File: config.mk
export PLATFORM = sky130hd
export DESIGN_NAME = encoder_bank
export DESIGN_NICKNAME = d
export VERILOG_FILES = /design/src/rtl/encoder_bank.sv
export SDC_FILE = /design/constraint.sdc
export NUM_CORES = 1
export LEC_CHECK = 0
export BUFFER_PORTS_ARGS = -buffer_cell sky130_fd_sc_hd__buf_4
export CELL_PAD_IN_SITES_DETAIL_PLACEMENT = 1
export CELL_PAD_IN_SITES_GLOBAL_PLACEMENT = 1
export CORE_MARGIN = 1.5
export CORE_UTILIZATION = 47
export CTS_CLUSTER_SIZE = 30
export DETAILED_ROUTE_END_ITERATION = 7
export PLACE_DENSITY = 0.8
export SKIP_LAST_GASP = 1
export SLEW_MARGIN = 40
export SYNTH_ARGS = -nofsm -noshare
export SYNTH_HDL_FRONTEND = slang
export SYNTH_SLANG_ARGS = --single-unit
File: constraint.sdc
create_clock -name clk -period 3 [get_ports clk]
set_input_delay 0.45 -clock clk [delete_from_list [all_inputs] [get_ports clk]]
set_output_delay 0.45 -clock clk [all_outputs]
set_load 0.05 [all_outputs]
File: src/rtl/encoder_bank.sv
// Multi-channel quadrature decoder: synchronise, debounce, decode, count, and drive a bar display.
// Define ENCODER_BANK_ERR_EN to build the sticky illegal-transition flags; otherwise err is tied low.
//
// Quadrature phase state {a_db,b_db}:
//   state | meaning
//   Q00   | both phases low
//   Q01   | b high only (one step past Q00 in the up direction)
//   Q11   | both phases high, idle/reset position
//   Q10   | a high only (one step before Q00 in the up direction)
module encoder_bank #(
  parameter int CHANNELS  = 2,
  parameter int WIDTH     = 5,
  parameter int HIST_LEN  = 8,
  parameter int DIV_WIDTH = 10,
  parameter int WRAP      = 0,
  parameter int SEG_SHIFT = 1
) (
  input  logic                      clk,
  input  logic                      reset,
  input  logic [CHANNELS-1:0]       a,
  input  logic [CHANNELS-1:0]       b,
  input  logic [2:0]                sel,
  output logic [CHANNELS*WIDTH-1:0] value,
  output logic [CHANNELS-1:0]       changed,
  output logic [CHANNELS-1:0]       dir,
  output logic [CHANNELS-1:0]       err,
  output logic [9:0]                segs,
  output logic                      tick
);

  typedef enum logic [1:0] {
    Q00 = 2'b00,
    Q01 = 2'b01,
    Q11 = 2'b11,
    Q10 = 2'b10
  } quad_t;

  localparam logic [WIDTH-1:0] CNT_MAX = '1;

  function automatic quad_t q_fwd(input quad_t q);
    case (q)
      Q00:     return Q01;
      Q01:     return Q11;
      Q11:     return Q10;
      default: return Q00;
    endcase
  endfunction

  function automatic quad_t q_rev(input quad_t q);
    case (q)
      Q00:     return Q10;
      Q10:     return Q11;
      Q11:     return Q01;
      default: return Q00;
    endcase
  endfunction

  logic [DIV_WIDTH-1:0] presc;
  logic                 strobe;
  logic [CHANNELS-1:0]  a_s1, a_s2, b_s1, b_s2;

  // Strobe is registered so it lands in the cycle the prescaler reads zero after a wrap.
  always_ff @(posedge clk or posedge reset) begin
    if (reset) begin
      presc  <= '0;
      strobe <= 1'b0;
    end else begin
      presc  <= presc + DIV_WIDTH'(1);
      strobe <= (presc == '1);
    end
  end

  assign tick = presc[DIV_WIDTH-1];

  always_ff @(posedge clk or posedge reset) begin
    if (reset) begin
      a_s1 <= '1;
      a_s2 <= '1;
      b_s1 <= '1;
      b_s2 <= '1;
    end else begin
      a_s1 <= a;
      a_s2 <= a_s1;
      b_s1 <= b;
      b_s2 <= b_s1;
    end
  end

  for (genvar g = 0; g < CHANNELS; g++) begin : g_ch
    logic [HIST_LEN-1:0] a_hist, b_hist;
    logic                a_db, b_db;
    quad_t               cur_q, prev_q;
    logic [WIDTH-1:0]    cnt;
    logic                chg, up;
    logic                step_up, step_dn;

    always_ff @(posedge clk or posedge reset) begin
      if (reset) begin
        a_hist <= '1;
        b_hist <= '1;
      end else if (strobe) begin
        a_hist <= {a_hist[HIST_LEN-2:0], a_s2[g]};
        b_hist <= {b_hist[HIST_LEN-2:0], b_s2[g]};
      end
    end

    // Hysteresis: a phase only moves once its whole history agrees.
    always_ff @(posedge clk or posedge reset) begin
      if (reset) begin
        a_db <= 1'b1;
        b_db <= 1'b1;
      end else begin
        if (&a_hist)       a_db <= 1'b1;
        else if (~|a_hist) a_db <= 1'b0;
        if (&b_hist)       b_db <= 1'b1;
        else if (~|b_hist) b_db <= 1'b0;
      end
    end

    assign cur_q   = quad_t'({a_db, b_db});
    assign step_up = (cur_q == q_fwd(prev_q));
    assign step_dn = (cur_q == q_rev(prev_q));

    always_ff @(posedge clk or posedge reset) begin
      if (reset) begin
        prev_q <= Q11;
        cnt    <= '0;
        chg    <= 1'b0;
        up     <= 1'b0;
      end else begin
        prev_q <= cur_q;
        chg    <= step_up | step_dn;
        if (step_up) begin
          up <= 1'b1;
          if (cnt == CNT_MAX) cnt <= (WRAP != 0) ? '0 : CNT_MAX;
          else                cnt <= cnt + WIDTH'(1);
        end else if (step_dn) begin
          up <= 1'b0;
          if (cnt == '0) cnt <= (WRAP != 0) ? CNT_MAX : '0;
          else           cnt <= cnt - WIDTH'(1);
        end
      end
    end

    assign value[g*WIDTH +: WIDTH] = cnt;
    assign changed[g]              = chg;
    assign dir[g]                  = up;

`ifdef ENCODER_BANK_ERR_EN
    logic illegal, err_q;

    assign illegal = (cur_q != prev_q) && !step_up && !step_dn;

    always_ff @(posedge clk or posedge reset) begin
      if (reset)        err_q <= 1'b0;
      else if (illegal) err_q <= 1'b1;
    end

    assign err[g] = err_q;
`else
    assign err[g] = 1'b0;
`endif
  end

  logic [WIDTH-1:0] disp_cnt;
  logic             disp_valid;
  logic [3:0]       seg_idx;
  logic [9:0]       seg_next;

  always_comb begin
    disp_cnt   = '0;
    disp_valid = 1'b0;
    for (int i = 0; i < CHANNELS; i++) begin
      if (sel == 3'(i)) begin
        disp_cnt   = value[i*WIDTH +: WIDTH];
        disp_valid = 1'b1;
      end
    end
  end

  // Bar position clamps at the last segment for large counts.
  always_comb begin
    seg_idx = 4'd0;
    if ((32'(disp_cnt) >> SEG_SHIFT) > 32'd9) seg_idx = 4'd9;
    else                                     seg_idx = 4'(32'(disp_cnt) >> SEG_SHIFT);
    seg_next = disp_valid ? (10'd1 << seg_idx) : 10'd0;
  end

  always_ff @(posedge clk or posedge reset) begin
    if (reset) segs <= 10'b0000000001;
    else       segs <= seg_next;
  end

endmodule

# == Word-level counts from Yosys, hierarchy flattened ==
# Index checks and enable logic that the tools add are counted.
# op_classes
n_eq_ne,18
shift,1
magnitude_cmp,1
n_reduce_logical,15
n_mux,30
add_sub_neg,5
n_bitwise,2
# op_table
operator,n
$mux W5,10
$reduce_and A8 Y1,4
$reduce_or A8 Y1,4
$pmux W2 S3,4
$mux W1,14
$add A10 B1 Y10 const B,1
$add A5 B1 Y5 const B,2
$eq A10 B10 Y1 const B,1
$eq A5 B5 Y1 const B,2
$logic_not A5 Y1,2
$mux W10,1
$shl A1 B4 Y10 const A,1
$sub A5 B1 Y5 const B,2
$eq A2 B2 Y1,4
$eq A2 B2 Y1 const B,4
$ne A2 B2 Y1 const B,4
$eq A2 B1 Y1 const B,2
$gt A4 B4 Y1 const B,1
$logic_not A2 Y1,2
$mux W4,1
$reduce_bool A2 Y1,2
$eq A3 B1 Y1 const B,1
$logic_not A3 Y1,1
$or A1 B1 Y1,2
# word_totals
input_bits,9
out_inout_bits,27
regBits,83

# == Longest topological paths before layout ==
# Gate-level depths: netlist of the first run.
# logic_depth
depth_word,7
mapped_depth,6

# == Worst setup path before layout of the first run ==
# OpenSTA, ideal clock, no wires.
# synth_timing
kind,flip-flop to flip-flop
startpoint,register g_ch[1].cnt[0]
endpoint,register g_ch[1].cnt[2]
setup_ps,126
path_stages_with_launch,6
required_time_ps,2874
synth_period_minus_slack_ps,1798
n_path_buf,0
slack_ps,1202
arrival_ps,1672
path_cell_list,dfrtp_1 inv_1 ha_1 nor2b_1 a32o_1 a221o_1
# synth_via
elab_chain_len,4
word_cells_on_any_way,8
cone_classes,add/sub: 2; eq/ne: 1; mux: 4; reduce/logical: 1
# synth_lines
item,line_no,source
"start, declared",93,logic [WIDTH-1:0] cnt;
"start signal, assigned",135,if (cnt == CNT_MAX) cnt <= (WRAP != 0) ? '0 : CNT_MAX;
"start signal, assigned",136,else cnt <= cnt + WIDTH'(1);
"start signal, assigned",139,if (cnt == '0) cnt <= (WRAP != 0) ? CNT_MAX : '0;
$sub A5 B1 Y5 / $logic_not A5 Y1 (equally long branches),"140, 139",
$mux W5,139,
$mux W5,137,end else if (step_dn) begin
$mux W5 *,133,if (step_up) begin
# Mark *: on every way between the ends. The rest lies on a longest branch, timed or not. The select of a mux whose other input is x is not followed.
# A chain may end at the register's enable or synchronous reset.

# == Final worst setup path of the first run ==
# layout_timing
startpoint,register g_ch[1].b_db
endpoint,register g_ch[1].cnt[2]
# layout_via
elab_chain_len,2
word_cells_on_any_way,4
cone_classes,eq/ne: 2; mux: 1; reduce/logical: 1
# layout_lines
item,line_no,source
"start, declared",91,"logic a_db, b_db;"
"start signal, assigned",111,b_db <= 1'b1;
"start signal, assigned",115,if (&b_hist) b_db <= 1'b1;
"start signal, assigned",116,else if (~|b_hist) b_db <= 1'b0;
"$eq A2 B2 Y1, on equally long branches","121, 122",
$mux W5 / $reduce_bool A2 Y1 (equally long branches),-,
# Parallel ways exist; a longest one is shown, timed or not.

==> results.yml, run 1 <==
setup_path:
  end_kind: "register"
  crit_path_start_kind: "register"
  worst-path-max-fanout: 8
  crit_required_ns: 3.24
  path_class: "reg2reg"
  crit_arrival_ns: 2.01
synth:
  yosysTopAreaCell: "dfstp_2"
  synth-edff-count: 0
  netlist_top_cells_count: "dfstp_2 (49), dfrtp_1 (34), mux2_2 (33)"
  ys.flop_type: "dfstp_2"
  yosys_warnings: 0
  ys_seq_elements: 83
  synth_area_leaders: "dfstp_2 (36%), dfrtp_1 (24%), mux2_2 (10%)"
  syn_area_mm2: 0.00357
  synthCells: 285
  yosysSeqAreaShare: 0.598
  synthArstFlopShare: 1.00
  yosysMostFrequentCell: "dfstp_2"
  yosysTopAreaCellShare: 0.360
  syn_avg_cell_area_um2: 12.5
  yosysUniqueCellTypes: 51
sta:
  max_freq_mhz: 564
  final.setup.worst_slack_ns: 1.23
  final.setup_skew_ns: 0.0115
  setup_viol: 0
  min_period_ns: 1.77
  rsz0062_at_grt: "no"
  drv_slew: 0
  final.setup.tns_ns: 0
  period_share: 0.591
  hold_viol_final: 0
cts:
  cts.sinks: 83
  clock-root-buffer: "clkbuf_8"
  clkSlewWorstSetupHoldPaths_ns: 0.09
  cts_setup_buffers: 0
  clock_latency_ns: 0.35
  postCtsResizedCells: 0
  numCtsBuffers: 9
  cts_tree: "done"
  h-tree-depth: 3
  cts_hold_buffers: 0
  clockBufferDepth: 2
global_routing:
  grt_max_degree: 53
  grt_pass1_vias: 2398
  gr-total-overflow: 0
  grt_use_total: 0.185
  antenna_found_initial: 0
  grt_pass1_wl_um: 12000
power:
  ir_drop_mv: 0.235
  power_leakage_uw: 0.00182
  total_power_uw: 2070
  p_per_area_mw_per_mm2: 502
die:
  io_pins: 36
  dieArea_mm2: 0.00814
  fp.coreArea_mm2: 0.00729
  row_count: 31
  die_y_um: 90.2
  fp.dieW_um: 90.2
  initial_core_util: 0.490
run_status:
  status: "completed"
placement:
  dpl_worst_slack_ns: 1.23
  place_hpwl_um: 4610
  placed_cell_area_mm2: 0.00390
  gp_congestion: 0.746
  portBuffers: 33
routing:
  wirelength_met1_um: 3030
  drcViolationCount: 0
  drt-pass1-iter-count: 4
  via_count: 2310
  met3WireLength_um: 244
  finalWirelength_um: 6890
  wl_per_cell_um: 16.3
  drt-vias-per-instance: 5.47
  top_layer_used: "met4"
  drtAntennaViolNets: 0
  drtIter0Drc: 52
  routed-wl-met2_um: 3490
cells_and_area:
  antenna_cells: 0
  fin_area_mm2: 0.00413
  final_nets: 332
  area_growth_pct: 15.4
  layout-drive-gt1-share: 0.427
flow_run:
  maxCapViolCount: 0
hold_path:
  hp-class: "in2async"
==> worst max-delay path: stages, from the launching register on <==
cell	delay, ns
dfstp_2	0.58
xor2_2	0.35
nor2_2	0.13
a32o_1	0.28
a221o_1	0.33
==> registers in the layout, indices dropped and copies added, names as in the netlist <==
register	count
g_ch.b_db	2
a_s1	2
a_s2	2
g_ch.a_db	2
g_ch.b_hist	16
g_ch.prev_q	4
b_s2	2
g_ch.chg	2
segs	10
g_ch.a_hist	16
g_ch.up	2
b_s1	2
presc	10
g_ch.cnt	10
strobe	1
==> power breakdown <==
part	switching [µW]	internal [µW]
clock	378	510
combinational	35.5	12.3
sequential	1.61	1130
==> final cells by class <==
| type | count | area [µm²] |
|---|---|---|
| clock buffers | 11 | 151 |
| clock inverters | 5 | 75.1 |
| fillers | 764 | 3170 |
| inverters | 8 | 35.0 |
| multi-input cells | 181 | 1330 |
| flip-flops and latches | 83 | 2140 |
| well taps | 99 | 124 |
| repair buffers | 35 | 275 |
==> routing by layer <==
layer / GRT usage / up-vias
met4: 0.0714 / 0
li1: - / 1079
met1: 0.235 / 1183
met3: 0.0474 / 9
met2: 0.306 / 39
met5: 0 / -
==> cells in the final DEF, fill, tap and decap left out, types with 2 or more instances in the layout <==
cell / netlist / layout
a211oi_1: 2 / 2
a21oi_1: 4 / 4
a22o_1: 2 / 2
a32o_1: 2 / 2
a41o_1: 2 / 2
and4_1: 2 / 2
buf_4: 6 / 34
bufinv_16: 0 / 2
clkbuf_8: 0 / 11
clkinv_2: 0 / 3
conb_1: 1 / 2
dfrtp_1: 34 / 34
dfstp_2: 49 / 49
ha_1: 5 / 5
inv_1: 8 / 7
mux2_2: 33 / 33
mux2i_1: 2 / 2
nand2_1: 17 / 17
nand2b_1: 3 / 3
nand3_1: 14 / 14
nand4_1: 6 / 6
nor2_1: 20 / 20
nor2b_1: 2 / 2
nor3_1: 8 / 8
o21ai_0: 10 / 10
o41ai_1: 4 / 4
or4_1: 5 / 5
xnor2_1: 9 / 9
xor2_1: 5 / 5
==> kinds of logic (layout without fill, tap and decap cells) <==
logic type,after synthesis,after routing,share of synthesized area
AO/OA/AOI/OAI,40,40,0.0816
XOR/XNOR,16,16,0.0434
adder cells (fa/ha/maj),5,5,0.0175
buffers and inverters,22,59,0.0315
flip-flops,83,83,0.598
multiplexers,36,36,0.113
other,1,2,0.00105
AND/OR/NAND/NOR,82,82,0.114
==> through the flow <==
| step | instances | util | hold slack (ns) |
|---|---|---|---|
| final | 422 | 0.566 | 0.119 |
| after global routing | 422 | 0.566 | 0.144 |
| after CTS | 422 | 0.566 | 0.123 |
| after detailed placement | 406 | 0.535 | 0.347 |
| after global placement | 406 | 0.534 | 0.346 |
| after floorplan | 286 | - | 0.345 |
==> worst paths after layout <==
path                       slack, ns          from           endpoint  cells past startpoint
max in group asynchronous       2.26         reset  g_ch[0].b_hist[7]                      3
max reg2reg                     1.23  g_ch[1].b_db     g_ch[1].cnt[2]                      4
min reg2reg                     0.36       b_s1[1]            b_s2[1]                      0
min in group clk                0.21          a[0]            a_s1[0]                      1
min                             0.12         reset        g_ch[1].chg                      2
max                             1.23  g_ch[1].b_db     g_ch[1].cnt[2]                      4
(Power assumes the default switching activity.)
==> run 2: changes to the inputs <==
- ABC_AREA: unset -> 1
- CORE_UTILIZATION: 47 -> 45
- PLACE_DENSITY: 0.8 -> 0.81
- clock period: 3 -> 1.7 ns (I/O delays scaled with it)
==> run 2 against run 1 <==
Net effect: worst setup slack got worse by 0.99 ns; critical path type is now reg2out; register-to-register slack got worse by 0.98 ns; sequential share of layout area fell by 2.4 points; first-iteration DRC count rose to 2.9 times the previous value.
==> results.yml, run 2 <==
power:
  power.share.switching: 0.245
  total_power_uw: 3410
  power_leakage_uw: 0.00197
  pwr-share-seq: 0.588
  power_frac_comb: 0.030
  ir_drop_mv: 0.419
  internal-power_uw: 2570
  p_per_area_mw_per_mm2: 788
  switchingPower_uw: 836
  pwr-share-clk: 0.382
cts:
  cts_tree: "done"
  numCtsBuffers: 9
  cts.sinks: 83
  h-tree-depth: 3
  clockBufferDepth: 2
  clkSlewWorstSetupHoldPaths_ns: 0.09
  cts_setup_buffers: 0
  clock_latency_ns: 0.35
  clock-root-buffer: "clkbuf_8"
synth:
  synth-edff-count: 0
  ys_seq_elements: 83
  yosysSeqAreaShare: 0.566
  yosysUniqueCellTypes: 24
  ys.flop_type: "dfstp_2"
  synthArstFlopShare: 1.00
  yosysTopAreaCellShare: 0.341
  netlist_top_cells_count: "nand2_1 (120), inv_1 (63), dfstp_2 (49)"
  syn_area_mm2: 0.00378
  synthCells: 432
  yosysTopAreaCell: "dfstp_2"
  yosysMostFrequentCell: "nand2_1"
  synth_area_leaders: "dfstp_2 (34%), dfrtp_1 (23%), nand2_1 (12%)"
  yosys_warnings: 0
  syn_avg_cell_area_um2: 8.74
placement:
  dpl_worst_slack_ns: 0.267
  portBuffers: 33
  dp_cells: 558
  place_hpwl_um: 5520
  gp_congestion: 0.844
sta:
  final.setup.tns_ns: 0
  hold_viol_final: 0
  period_share: 0.859
  final.setup_skew_ns: 0.00853
  rsz0062_at_grt: "no"
  worst_pin_slew_ns: 0.524
  max_freq_mhz: 685
  max-slew-margin-rel: 0.651
  setup_viol: 0
  min_period_ns: 1.46
  drv_slew: 0
  final.setup.worst_slack_ns: 0.240
cells_and_area:
  stdcell_count: 578
  area_growth_pct: 14.4
  layout-drive-gt1-share: 0.254
  largest_registers: "g_ch.a_hist x16, g_ch.b_hist x16"
  final_common_cell: "nand2_1"
  final_util: 0.529
  layout_common_cells: "nand2_1 (120), inv_1 (62), dfstp_2 (49), o21ai_0 (46)"
  antenna_cells: 0
  final_nets: 482
setup_path:
  crit_required_ns: 1.44
  crit_chain: "buf_4"
  worst-path-max-fanout: 11
  crit_family: "flip-flops"
  crit_path_start_kind: "register"
  crit_path_end: "value[2]"
  crit_start: "g_ch[0].cnt[2]"
  cp_num_buf_inv: 1
  r2r_end: "g_ch[0].cnt[2]"
  r2r_cells: 7
  crit_path_top_delay_cell: "dfrtp_1"
  r2r-start: "g_ch[0].cnt[0]"
  r2r_slack_ns: 0.25
  cpPeakStageDelay_ns: 0.58
  end_kind: "output port"
  crit_arrival_ns: 1.21
  path_depth: 1
  path_class: "reg2out"
routing:
  drcViolationCount: 0
  drt-pass1-iter-count: 4
  drt-vias-per-instance: 5.01
  via_count: 2896
  drtIter0Drc: 153
  wl_per_cell_um: 13.8
  drtAntennaViolNets: 0
  finalWirelength_um: 7950
flow_run:
  maxCapViolCount: 0
die:
  die_y_um: 94.6
  fp.dieW_um: 94.6
  fp.coreArea_mm2: 0.00818
  initial_core_util: 0.462
  dieArea_mm2: 0.00895
  io_pins: 36
  row_count: 33
global_routing:
  grt_max_degree: 84
  gr-total-overflow: 0
  grt_pass1_vias: 2997
  antenna_found_initial: 0
  grt_pass1_wl_um: 13700
  grt_use_total: 0.196
run_status:
  status: "completed"
hold_path:
  hp-class: "in2async"
==> run 2: power groups by stage <==
stage                     clock network [µW]  registers, µW  logic (µW)
final                                   1300           2000         103
after floorplan                            0           2040        52.4
after CTS                               1340           2000         106
after detailed placement                   0           2040        98.2
after global routing                    1420           2000         116
after global placement                     0           2040        96.7
==> run 2: what timing repair did <==
item / in CTS / in global routing
hold endpoints to repair: 4 / 0
resized for setup: 0 / 0
hold buffers: 4 / 0
==> run 2: worst min path at each step <==
stage | end | from | slack, ns
2_1_floorplan | a_s1[0] | a[0] | 0.26
3_3_place_gp | a_s2[0] | a_s1[0] | 0.35
3_5_place_dp | b_s2[0] | b_s1[0] | 0.35
4_1_cts | segs[3] | reset | 0.04
5_1_grt | segs[7] | reset | 0.05
6_report | segs[3] | reset | 0.02
==> run 2: layout make-up <==
class | instances | area, µm²
Clock inverter | 7 | 51.3
Clock buffer | 9 | 124
Multi-Input combinational cell | 263 | 1290
Fill cell | 1020 | 3850
Tap cell | 105 | 131
Inverter | 72 | 274
Timing Repair Buffer | 39 | 315
Sequential cell | 83 | 2140
==> run 2: cell families after synthesis <==
family,Yosys count,synth area share
fa+ha+maj,5,0.0166
simple gates,198,0.235
compound gates,48,0.0643
xor+xnor,10,0.0232
flops,83,0.566
other cells,1,0.000993
buf+inv,87,0.0941
==> run 2: layer usage <==
layer  routed length [µm]  track usage  up-vias
li1                     -            -     1427
met1                 3590        0.240     1431
met2                 4120        0.352       28
met3                  168       0.0386       10
met4                   80       0.0522        0
met5                    0            0        -
==> run 2: per-stage QoR <==
stage	instance area (µm²)	hold slack, ns
after floorplan	3780	0.259
after global routing	4320	0.0496
after CTS	4320	0.0360
after detailed placement	4110	0.347
after global placement	4110	0.347
final	4320	0.0154
==> run 3: changes to the inputs <==
- BUFFER_PORTS_ARGS: -buffer_cell sky130_fd_sc_hd__buf_4 -> unset
- CORE_UTILIZATION: 45 -> 48
- DONT_BUFFER_PORTS: unset -> 1
==> run 3 against run 2 <==
Net effect: global-route usage grew 1.2 points; fmax up 1.2%; final cell count decreased by 4.0%; clock power rose by 14%; highest routed layer unchanged.
==> results.yml, run 3 (synthesis gave the netlist of run 2 again) <==
power:
  pwr-share-clk: 0.415
  power.share.switching: 0.219
  internal-power_uw: 2790
  pwr-share-seq: 0.562
  switchingPower_uw: 782
  power_leakage_uw: 0.00189
  ir_drop_mv: 0.588
  power_frac_comb: 0.023
  p_per_area_mw_per_mm2: 847
placement:
  place_hpwl_um: 5670
  placed_cell_area_mm2: 0.00396
  gp_congestion: 0.860
  portBuffers: 0
die:
  fp.dieW_um: 91.7
  io_pins: 36
  die_y_um: 91.7
  fp.coreArea_mm2: 0.00769
  row_count: 32
  dieArea_mm2: 0.00841
  initial_core_util: 0.491
cts:
  numCtsBuffers: 9
  clock_latency_ns: 0.34
  clkSlewWorstSetupHoldPaths_ns: 0.08
  h-tree-depth: 3
  cts_tree: "done"
  postCtsResizedCells: 0
  clock-root-buffer: "clkbuf_8"
  cts.sinks: 83
  clockBufferDepth: 2
routing:
  drcViolationCount: 0
  wl_per_cell_um: 14.5
  drtIter0Drc: 115
  drt-pass1-iter-count: 4
  finalWirelength_um: 8020
  drtAntennaViolNets: 0
  drt-vias-per-instance: 5.16
  via_count: 2864
sta:
  final.setup.tns_ns: 0
  max_freq_mhz: 693
  setup_viol: 0
  min_period_ns: 1.44
  final.setup_skew_ns: 0.00759
  worst_pin_slew_ns: 0.554
  hold_viol_final: 0
  drv_slew: 0
  period_share: 0.848
  max-slew-margin-rel: 0.630
  rsz0062_at_grt: "no"
global_routing:
  grt_pass1_vias: 2971
  grt_use_total: 0.209
  gr-total-overflow: 0
  antenna_found_initial: 0
  grt_pass1_wl_um: 13800
  grt_max_degree: 65
setup_path:
  crit_required_ns: 1.98
  crit_path_start_kind: "register"
  crit_start: "g_ch[0].cnt[1]"
  path_class: "reg2reg"
  r2r-start: "g_ch[0].cnt[1]"
  worst-path-max-fanout: 8
  crit_arrival_ns: 1.72
  end_kind: "register"
cells_and_area:
  antenna_cells: 0
  final_common_cell: "nand2_1"
  multi_input_area_mm2: 0.00129
  largest_registers: "g_ch.a_hist x16, g_ch.b_hist x16"
  fin_area_mm2: 0.00422
  fillers: 923
  layout_common_cells: "nand2_1 (120), inv_1 (62), dfstp_2 (49), o21ai_0 (46), dfrtp_1 (34)"
  final_nets: 462
  layout-drive-gt1-share: 0.216
  area_growth_pct: 11.7
  final_util: 0.549
  seqCellArea_mm2: 0.00214
hold_path:
  hp-start: "sel[2]"
  hp-class: "in2reg"
run_status:
  status: "completed"
flow_run:
  maxCapViolCount: 0
[run 3: changes by cell type in the layout (fill, tap and decap cells not counted)]
| cell | before | now |
|---|---|---|
| buf_4 | 34 | 12 |
| inv_6 | 3 | 0 |
| clkinv_2 | 2 | 0 |
| inv_4 | 0 | 2 |
| buf_12 | 1 | 2 |
| bufinv_16 | 0 | 1 |
| clkbuf_1 | 0 | 1 |
| clkbuf_16 | 0 | 1 |
| clkinv_4 | 0 | 1 |
| clkinvlp_4 | 3 | 2 |
| dlygate4sd3_1 | 4 | 5 |
[run 3: path summary, 6_finish.rpt]
| check | to | slack, ns | depth (start not counted) |
|---|---|---|---|
| min in group asynchronous | segs[7] | 0.44 | 2 |
| setup reg to reg | g_ch[0].cnt[1] | 0.26 | 7 |
| max in group asynchronous | g_ch[0].prev_q[0] | 0.65 | 3 |
| hold reg to reg | a_s2[0] | 0.36 | 0 |
| setup / recovery | g_ch[0].cnt[1] | 0.26 | 7 |
| hold / removal | segs[0] | 0.04 | 3 |
[run 3: layout make-up]
class / count / share of cell area
Timing Repair Buffer: 19 / 0.0427
Clock inverter: 5 / 0.0139
Sequential cell: 83 / 0.507
Tap cell: 102 / 0.0302
Clock buffer: 11 / 0.0362
Multi-Input combinational cell: 263 / 0.305
Inverter: 72 / 0.0649
[run 3: stage by stage]
step	instances	power, µW	worst slack (ns)	hold slack [ns]
floorplan	433	2100	0.131	0.259
global placement	534	2120	0.325	0.189
detailed placement	534	2120	0.262	0.201
CTS	555	3620	0.230	0.0353
global route	555	3710	0.133	0.0447
finish	555	3580	0.258	0.0422
[run 3: worst max-delay path, stage by stage (launching register included)]
cell     delay, ns
dfrtp_1       0.53
ha_1          0.27
nand4_1       0.22
nand2_1       0.12
nand2_1       0.06
nand2_1       0.07
nand2_1       0.05
nand2_1       0.05
[run 3: routing by layer]
layer	vias to the layer above	part of all wire	GRT usage
li1	1387	-	-
met1	1424	0.43	0.249
met2	44	0.53	0.378
met3	9	0.024	0.0390
met4	0	0.016	0.0692
met5	-	0	0
[run 3: power groups by stage]
stage               clock network, µW  logic, µW  registers (µW)
detailed placement                  0       74.4            2040
CTS                              1520       84.4            2010
global route                     1610       91.9            2010
finish                           1480       81.0            2010
global placement                    0       71.8            2040
floorplan                           0       52.4            2040
[run 3: what timing repair did]
| item | 4_1_cts | 5_1_grt |
|---|---|---|
| hold buffers | 5 | 0 |
| endpoints found under the hold margin | 23 | 0 |
| endpoints found under the setup margin | 0 | 0 |
| buffers inserted | 0 | 0 |
